===== config.mk =====
export PLATFORM = sky130hd
export DESIGN_NAME = debounced_updown_counter
export DESIGN_NICKNAME = d
export VERILOG_FILES = /design/src/rtl/debounced_counter_pkg.sv /design/src/rtl/debounce_sync.sv /design/src/rtl/debounced_updown_counter.sv
export SDC_FILE = /design/constraint.sdc
export NUM_CORES = 1
export LEC_CHECK = 0
export CAP_MARGIN = 15
export CORE_MARGIN = 8
export CORE_UTILIZATION = 35
export DETAILED_ROUTE_END_ITERATION = 10
export SLEW_MARGIN = 5
export SYNTH_ARGS = -nofsm -noshare
export SYNTH_HDL_FRONTEND = slang
export SYNTH_HIERARCHICAL = 1
export SYNTH_SLANG_ARGS = --single-unit

===== constraint.sdc =====
create_clock -name clk -period 2 [get_ports clk]
set_clock_uncertainty 0.15 [all_clocks]
set_input_delay 0.4 -clock clk [delete_from_list [all_inputs] [get_ports clk]]
set_output_delay 0.4 -clock clk [all_outputs]
set_load 0.02 [all_outputs]

===== src/rtl/debounced_counter_pkg.sv =====
// Shared definitions for the debounced up/down counter: channel indices,
// channel count and the debounce-counter width helper.
package debounced_counter_pkg;

    typedef enum logic [1:0] {
        CH_UP  = 2'd0,
        CH_DN  = 2'd1,
        CH_CLR = 2'd2
    } ch_e;

    localparam int N_CH = 3;

    // Width needed to count 0..n-1, never less than one bit.
    function automatic int cnt_width(input int n);
        return ($clog2(n) < 1) ? 1 : $clog2(n);
    endfunction

endpackage


===== src/rtl/debounce_sync.sv =====
// One button channel: synchronizer, stable-time debouncer and press pulse.
// The stable level is reported as 1 = pressed regardless of PRESS_LEVEL.
module debounce_sync
    import debounced_counter_pkg::*;
#(
    parameter int   DB_CYCLES   = 1000,
    parameter int   SYNC_STAGES = 2,
    parameter logic PRESS_LEVEL = 1'b1
) (
    input  logic clk,
    input  logic rst_n,
    input  logic btn,
    output logic stable,
    output logic press
);

    localparam int            CW     = cnt_width(DB_CYCLES);
    localparam logic [CW-1:0] C_LAST = CW'(DB_CYCLES - 1);

    logic [SYNC_STAGES-1:0] sync_p0;
    logic [CW-1:0]          db_cnt_p1;
    logic                   stable_p1;
    logic                   press_p1;
    logic                   pressed_s;

    assign pressed_s = (sync_p0[SYNC_STAGES-1] == PRESS_LEVEL);

    // Stage 0: synchronizer chain, reset to the released level
    always_ff @(posedge clk or negedge rst_n) begin
        if (!rst_n) begin
            sync_p0 <= {SYNC_STAGES{~PRESS_LEVEL}};
        end else begin
            sync_p0 <= {sync_p0[SYNC_STAGES-2:0], btn};
        end
    end

    // Stage 1: any cycle back at the old level restarts the qualification count
    always_ff @(posedge clk or negedge rst_n) begin
        if (!rst_n) begin
            db_cnt_p1 <= '0;
            stable_p1 <= 1'b0;
            press_p1  <= 1'b0;
        end else begin
            press_p1 <= 1'b0;
            if (pressed_s == stable_p1) begin
                db_cnt_p1 <= '0;
            end else if (db_cnt_p1 == C_LAST) begin
                db_cnt_p1 <= '0;
                stable_p1 <= pressed_s;
                press_p1  <= pressed_s;
            end else begin
                db_cnt_p1 <= db_cnt_p1 + 1'b1;
            end
        end
    end

    assign stable = stable_p1;
    assign press  = press_p1;

endmodule


===== src/rtl/debounced_updown_counter.sv =====
// Three-button up/down/clear counter driven by debounced press events,
// with selectable wrap or saturate behaviour at the range limits.
module debounced_updown_counter
    import debounced_counter_pkg::*;
#(
    parameter int   CNT_W       = 8,
    parameter int   DB_CYCLES   = 1000,
    parameter int   SYNC_STAGES = 2,
    parameter logic PRESS_LEVEL = 1'b1,
    parameter bit   SATURATE    = 1'b0
) (
    input  logic             clk,
    input  logic             rst_n,
    input  logic             btn_up,
    input  logic             btn_dn,
    input  logic             btn_clr,
    output logic [CNT_W-1:0] cnt,
    output logic [2:0]       btn_stable,
    output logic [2:0]       press_evt,
    output logic             limit
);

    logic [N_CH-1:0]  btn_raw;
    logic [CNT_W-1:0] cnt_p2;
    logic             limit_p2;

    assign btn_raw = {btn_clr, btn_dn, btn_up};

    for (genvar i = 0; i < N_CH; i++) begin : g_ch
        debounce_sync #(
            .DB_CYCLES  (DB_CYCLES),
            .SYNC_STAGES(SYNC_STAGES),
            .PRESS_LEVEL(PRESS_LEVEL)
        ) u_db (
            .clk   (clk),
            .rst_n (rst_n),
            .btn   (btn_raw[i]),
            .stable(btn_stable[i]),
            .press (press_evt[i])
        );
    end

    // Returns {limit, next count}; clear beats everything, up+dn cancel.
    function automatic logic [CNT_W:0] count_step(input logic [CNT_W-1:0] c,
                                                  input logic [N_CH-1:0]  evt);
        logic [CNT_W:0] r;
        r = {1'b0, c};
        if (evt[CH_CLR]) begin
            r = '0;
        end else if (evt[CH_UP] && evt[CH_DN]) begin
            r = {1'b0, c};
        end else if (evt[CH_UP]) begin
            if (c == {CNT_W{1'b1}}) r = {1'b1, (SATURATE ? c : {CNT_W{1'b0}})};
            else                    r = {1'b0, c + 1'b1};
        end else if (evt[CH_DN]) begin
            if (c == {CNT_W{1'b0}}) r = {1'b1, (SATURATE ? c : {CNT_W{1'b1}})};
            else                    r = {1'b0, c - 1'b1};
        end
        return r;
    endfunction

    // Stage 2: counter and limit pulse, one edge after the press events
    always_ff @(posedge clk or negedge rst_n) begin
        if (!rst_n) begin
            cnt_p2   <= '0;
            limit_p2 <= 1'b0;
        end else begin
            {limit_p2, cnt_p2} <= count_step(cnt_p2, press_evt);
        end
    end

    assign cnt   = cnt_p2;
    assign limit = limit_p2;

endmodule


### Yosys cells after proc, flatten, opt, wreduce, memory -nomap -nowiden

Cells that the tools add are included.

* bitwise operators: 3
* multiplexer cells: 18
* equal/unequal tests: 8
* reductions and logical operators: 7
* add/sub/neg operators: 5

Operator list (number)
* $mux W10: 6
* $mux W9: 6
* $add A10 B1 Y10 const B: 3
* $eq A10 B10 Y1 const B: 3
* $add A8 B1 Y8 const B: 1
* $eq A8 B8 Y1 const B: 1
* $logic_not A8 Y1: 1
* $reduce_and A2 Y1: 4
* $sub A8 B1 Y8 const B: 1
* $mux W1: 6
* $eq A1 B1 Y1: 3
* $not A1 Y1: 3
* $reduce_bool A3 Y1: 1
* $ne A2 B1 Y1 const B: 1
* $logic_and A1 B1 Y1: 1

* register bits after elaboration: 51
* output and inout bits: 15
* input port bits: 5
* word-level logic and storage cells: 55

### Longest topological paths before layout

Gate-level depths: netlist (run 1).

* depth after elaboration: 6
* mapped depth: 7
* gate-level depth less buffers: 6

### Cells and area by module

Netlist (run 1), hierarchy kept.

Modules (own cells, without submodules)
* debounce_sync: area each 646.9 µm², seq. area each 350.3 µm², cells an instance 58, times used 3
* debounced_updown_counter: area each 686.9 µm², seq. area each 225.2 µm², cells an instance 84, times used 1

### Worst setup path before layout (run 1)

OpenSTA, ideal clock, no wires.

* path type: register to register
* start point: reg cnt_p2[0] (netlist: cnt[0])
* end point: reg cnt_p2[7] (netlist: cnt[7])
* setup time: 0.145 ns
* clock period less this slack: 1.697 ns
* data arrival time: 1.401 ns
* required time: 1.705 ns
* path buffers: 1
* stages on the path, launching flop included: 7
* path slack: 0.303 ns
* cells stage by stage: dfrtp_1 > clkbuf_1 > inv_1 > ha_1 > o211a_1 > o21ai_1 > a311oi_1

* cells in the longest elaborated chain, start to end: 6
* elaborated cells between the ends (all ways): 10
* those cells by class: add/sub: 2; eq/ne: 1; mux: 6; reduce/logical: 1

Ends and longest elaborated chain
* start: declaration: line debounced_updown_counter.sv:24 `logic [CNT_W-1:0] cnt_p2;`
* start signal: assignment: line debounced_updown_counter.sv:68 `{limit_p2, cnt_p2} <= count_step(cnt_p2, press_evt);`
* $sub A8 B1 Y8 / $logic_not A8 Y1 (equally long branches): line debounced_updown_counter.sv:57, debounced_updown_counter.sv:56
* $mux W9: line debounced_updown_counter.sv:56 `if (c == {CNT_W{1'b0}}) r = {1'b1, (SATURATE ? c : {CNT_W{1'b1}})};`
* $mux W9: line debounced_updown_counter.sv:55 `end else if (evt[CH_DN]) begin`
* $mux W9 *: line debounced_updown_counter.sv:52 `end else if (evt[CH_UP]) begin`
* $mux W9 *: line debounced_updown_counter.sv:50 `end else if (evt[CH_UP] && evt[CH_DN]) begin`
* $mux W9 *: line debounced_updown_counter.sv:48 `if (evt[CH_CLR]) begin`

Every way passes the cells marked *; elsewhere a longest branch is shown, timed or not. The select of a mux whose other input is x is not followed.
A chain may end at the register's enable or synchronous reset.

### Worst setup path after layout (run 1)

* start point: reg g_ch[1].u_db.press_p1
* end point: out press_evt[1]

RTL lines
* start: declaration: line debounce_sync.sv:23 `logic press_p1;`
* start signal: assignment: line debounce_sync.sv:50 `press_p1 <= pressed_s;`
* end: declaration: line debounced_updown_counter.sv:19 `output logic [2:0] press_evt,`

No word-level cell between the ends.

==> results.yml, run 1 <==
setup_path:
  crit_buf_inv: 1
  startpoint_type: "flip-flop"
  cp.required_ps: 1450
  slowest_stage: "clkdlybuf4s50_1"
  r2r_setup_slack_ps: 190
  critical_path.cell_chain: "clkdlybuf4s50_1"
  crit_family: "buffers and inverters"
  cp.depth: 1
  crit_path_max_incr_delay_ps: 630
  critPathMaxFanout: 3
  cp.arrival_ps: 1330
  cp-end-kind: "output port"
  worst_r2r_path_depth: 4
  reg2reg_to: "g_ch[2].u_db/stable$_DFFE_PN0P_"
  reg2reg_from: "g_ch[2].u_db/db_cnt_p1[0]$_DFF_PN0_"
  worstSetupPathType: "flip-flop to output port"
layout:
  area_delta_synth_final_pct: 18.1
  fin_util_pct: 42.8
  layout-drive-gt1-share_pct: 12.7
  final_cells: 390
  multi_input_area_um2: 1290
  ff_latch_area_um2: 1280
  final_nets: 300
  insertedDiodeCount: 0
  fill_cells: 719
route:
  route.vias.total: 2101
  initialDrtViolationCount: 91
  route.detailed.wl_per_inst_um: 13.6
  drc: 0
  drtAntennaViolNets: 0
  drt-total-wl_um: 5300
  first_pass_iters: 4
  drt-vias-per-instance: 5.39
grt:
  grt_max_degree: 52
  globalRouteOverflowTotal: 0
  grtUsageTotal_pct: 10.8
  grt_pass1_vias: 1998
  grt_pass1_wl_um: 9190
  antenna_found_initial: 0
flow_run:
  cap_violations: 0
clocking:
  clock_sinks: 51
  root_buffer: "clkbuf_8"
  cts_setup_buffers: 0
  clk_latency_ps: 310
  cts_tree: "built"
  htree_levels: 2
  path_clk_slew_ps: 100
  numCtsBuffers: 5
  clk_path_buf_depth: 2
synth:
  ys.flop_type: "dfrtp_1"
  synth_edf_count: 0
  yosys_warnings: 6
  async_flop_share_pct: 100
  ys_seq_area_share_pct: 48.6
  synth.distinct_cells: 45
  syn-num-nets: 268
  syn_area_per_cell_um2: 10.2
  yosys_register_bits: 51
  synthesis.area_um2: 2630
  synthCells: 258
sta:
  hold-worst-slack_ps: 199
  fin_crit_ps: 1880
  slew_headroom_pct: 74.8
  finalSetupTns_ps: 0
  fin_crit_sh_pct: 94.0
  rsz0062_at_grt: "false"
  worst_pin_slew_ps: 373
  maxSlewViolCount: 0
  hold_viol: 0
  fmax_ghz: 0.532
  finalSetupViolCount: 0
power:
  pwr_density_cell_nw_per_um2: 574
  p_leak_nw: 1.33
  total_power_mw: 1.78
  ir_drop_mv: 0.349
floorplanning:
  pin_count: 20
  die_h_um: 103
  start_util_pct: 36.2
  die_x_um: 103
  dieArea_um2: 10500
  core_um2: 7250
  rows: 31
placed_design:
  io_buffers: 19
  dp_hpwl_um: 3640
  dp.cells: 381
  gp_congestion: 0.821
hold_path:
  whs_endpoint: "g_ch[0].u_db/sync_p0[1]$_DFF_PN0_"
  worstHoldStart: "g_ch[0].u_db/sync_p0[0]$_DFF_PN0_"
  min_delay_path_depth: 0
  hp-class: "flip-flop to flip-flop"
run_status:
  outcome: "complete, no violations"
what timing repair did:
item                       in CTS  in global routing
hold endpoints to repair       51                  0
setup endpoints to repair       7                  5
pin swaps                       0                  0
hold buffers                    1                  0
resized for setup               8                  5
cloned                          0                  0
kinds of logic (layout without fill, tap and decap cells):
| kind of cell | after synthesis | count (layout) | synth area share, % |
|---|---|---|---|
| fa+ha+maj | 5 | 5 | 2.38 |
| xor+xnor | 19 | 19 | 6.33 |
| mux | 3 | 3 | 1.71 |
| compound gates | 64 | 64 | 15.7 |
| buf+inv | 13 | 46 | 2.19 |
| flops | 51 | 51 | 48.6 |
| simple gates | 103 | 103 | 23.1 |
worst max-delay path by stage:
stage / start / end / slack [ps]
after detailed placement: g_ch[2].u_db/db_cnt_p1[0]$_DFF_PN0_ / g_ch[2].u_db/stable$_DFFE_PN0P_ / 220
after global placement: cnt[3]$_DFFE_PN0P_ / cnt[3] / 250
after floorplan: cnt[0]$_DFFE_PN0P_ / cnt[7]$_DFFE_PN0P_ / 300
final: g_ch[1].u_db/press$_DFF_PN0_ / press_evt[1] / 120
after CTS: g_ch[1].u_db/stable$_DFFE_PN0P_ / btn_stable[1] / 4
after global routing: g_ch[1].u_db/press$_DFF_PN0_ / press_evt[1] / 60
metrics by stage:
stage                     setup slack [ps]  cell area (um2)
after floorplan                        303             2630
after global placement                 253             2990
after detailed placement               224             2990
after CTS                             4.43             3090
after global routing                  58.7             3100
final                                  120             3100
metal layers:
layer / track usage [%] / wire [um]
met2: 16.8 / 2440
met1: 14.0 / 2560
met5: 0 / 0
met3: 3.24 / 263
met4: 3.84 / 31
flip-flops by register name, summed over array words and instances, names as in the netlist:
signal / flops
g_ch.u_db/stable: 3
g_ch.u_db/db_cnt_p1: 30
g_ch.u_db/press: 3
g_ch.u_db/sync_p0: 6
cnt: 8
limit: 1
power breakdown:
part / total [mW] / switching [mW] / internal (mW)
Combinational: 0.0865 / 0.0488 / 0.0377
Clock: 0.621 / 0.370 / 0.251
Sequential: 1.07 / 0.0225 / 1.05
synth_stat cells (4+ instances only):
cell type	number	area share (%)
a21oi_1	15	2.9
o31ai_1	7	2.0
xor2_1	9	3.0
nand3_1	19	3.6
and4_1	4	1.3
or3_1	6	1.4
o21ai_0	15	2.9
dfrtp_1	51	49
or4_1	4	1.1
nand2_1	11	1.6
nor3_1	5	0.95
nand4_1	8	1.9
xnor2_1	10	3.3
o21a_1	4	1.1
inv_1	9	1.3
a211oi_1	7	2.0
nor2_1	23	3.3
ha_1	5	2.4
placed cells by master, fill, tap and decap left out, drive strengths merged, types with 10 or more instances in the layout:
cell   instances
a21oi         15
buf           10
dfrtp         51
inv           10
nand2         11
nand3         19
nor2          23
o21ai         17
xnor2         10
area by class of cell:
class / count / area share (%)
Multi-Input combinational cell: 194 / 41.7
Sequential cell: 51 / 41.2
Timing Repair Buffer: 29 / 9.03
Tap cell: 99 / 3.99
Clock buffer: 5 / 2.22
Inverter: 9 / 1.09
Clock inverter: 3 / 0.766
Power figures use the tool's default switching activity.
==> run 2, diff against run 1 <==
SKIP_LAST_GASP = 1   (was not set)
clock period = 2.05 ns   (was 2 ns; I/O delays follow)
==> results.yml, run 2 (synthesis results as in run 1) <==
setup_path:
  cp.required_ps: 1490
  crit_family: "buffers and inverters"
  critPathMaxFanout: 6
  slowest_stage: "clkdlybuf4s50_1"
  critical_path.cell_chain: "clkdlybuf4s50_1"
  worst_r2r_path_depth: 4
  startpoint_type: "flip-flop"
  cp.arrival_ps: 1420
  worstSetupPathType: "flip-flop to output port"
  cp-end-kind: "output port"
  crit_path_max_incr_delay_ps: 650
  cp.depth: 1
  crit_buf_inv: 1
floorplanning:
  die_h_um: 103
  start_util_pct: 36.2
  dieArea_um2: 10500
  rows: 31
  pin_count: 20
  core_um2: 7250
  die_x_um: 103
layout:
  fin_util_pct: 43.2
  area_delta_synth_final_pct: 19.3
  final_common_cell: "dfrtp_1"
  largest_reg_flops: 30
  layout_common_cells: "48 x dfrtp_1, 23 x nor2_1, 19 x nand3_1, 15 x a21oi_1, 15 x o21ai_0"
  final_nets: 298
  fill_cells: 713
  insertedDiodeCount: 0
  final_cells: 388
  final_area_um2: 3130
  largest_register: "g_ch.u_db/db_cnt_p1"
  layout-drive-gt1-share_pct: 12.5
placed_design:
  gp_congestion: 0.798
  dp_hpwl_um: 3650
  dpl_cell_area_um2: 2980
  io_buffers: 19
  dp.cells: 379
  dp_slack_ps: 263
power:
  p_leak_nw: 1.31
  pwr_density_cell_nw_per_um2: 625
  total_power_mw: 1.96
  ir_drop_mv: 0.283
clocking:
  clk_latency_ps: 310
  cts_tree: "built"
  cts_setup_buffers: 0
  path_clk_slew_ps: 100
  clk_path_buf_depth: 2
  root_buffer: "clkbuf_8"
  numCtsBuffers: 5
  clock_sinks: 51
  htree_levels: 2
route:
  first_pass_iters: 4
  route.vias.total: 2030
  drt-total-wl_um: 5180
  route.detailed.wl_per_inst_um: 13.3
  initialDrtViolationCount: 37
  drt-vias-per-instance: 5.23
  drtAntennaViolNets: 0
  drc: 0
grt:
  grt_pass1_wl_um: 9010
  grtUsageTotal_pct: 10.6
  globalRouteOverflowTotal: 0
  antenna_found_initial: 0
  grt_max_degree: 52
  grt_pass1_vias: 1924
sta:
  worst_slack_ps: 69.9
  fin_crit_ps: 1980
  fmax_ghz: 0.505
  fin_crit_sh_pct: 96.6
  slew_headroom_pct: 70.9
  finalSetupViolCount: 0
  rsz0062_at_grt: "false"
  hold-worst-slack_ps: 213
  hold_viol: 0
  maxSlewViolCount: 0
  worst_pin_slew_ps: 433
  finalSetupTns_ps: 0
hold_path:
  hp-class: "flip-flop to flip-flop"
  min_delay_path_depth: 0
flow_run:
  cap_violations: 0
run_status:
  outcome: "complete, no violations"
[run 2: path summary, 6_finish.rpt]
| path | from | endpoint | slack, ps |
|---|---|---|---|
| min in group asynchronous | rst_n | g_ch[1].u_db/db_cnt_p1[7]$_DFF_PN0_ | 460 |
| max reg2reg | g_ch[2].u_db/db_cnt_p1[0]$_DFF_PN0_ | g_ch[2].u_db/stable$_DFFE_PN0P_ | 260 |
| min | g_ch[0].u_db/sync_p0[0]$_DFF_PN0_ | g_ch[0].u_db/sync_p0[1]$_DFF_PN0_ | 210 |
| min reg2reg | g_ch[0].u_db/sync_p0[0]$_DFF_PN0_ | g_ch[0].u_db/sync_p0[1]$_DFF_PN0_ | 210 |
| max in group asynchronous | rst_n | cnt[0]$_DFFE_PN0P_ | 1040 |
| max | cnt[6]$_DFFE_PN0P_ | cnt[6] | 70 |
[run 2: routing by layer]
metal / track usage (%) / vias up / routed length [um]
li1: - / 1020 / -
met5: 0 / - / 0
met4: 2.93 / 0 / 24
met2: 16.3 / 28 / 2370
met3: 3.17 / 2 / 236
met1: 14.0 / 980 / 2540
[run 2: what timing repair did]
item	4_1_cts	5_1_grt
endpoints found under the setup margin	6	4
gates resized for setup	6	4
hold buffers	1	0
hold endpoints to repair	51	0
[run 2: area by class of cell]
class | count | area (um2) | share of cell area (%)
Clock buffer | 5 | 68.8 | 2.20
Clock inverter | 3 | 67.6 | 2.16
Tap cell | 99 | 124 | 3.95
Timing Repair Buffer | 27 | 267 | 8.50
Inverter | 9 | 33.8 | 1.08
Sequential cell | 51 | 1280 | 40.8
Multi-Input combinational cell | 194 | 1290 | 41.3
[run 2: where the power goes]
part | total [mW] | leakage, nW | internal [mW] | switching [mW]
clock network | 0.829 | 0.0644 | 0.487 | 0.342
logic | 0.0844 | 0.559 | 0.0361 | 0.0482
registers | 1.05 | 0.686 | 1.03 | 0.0209
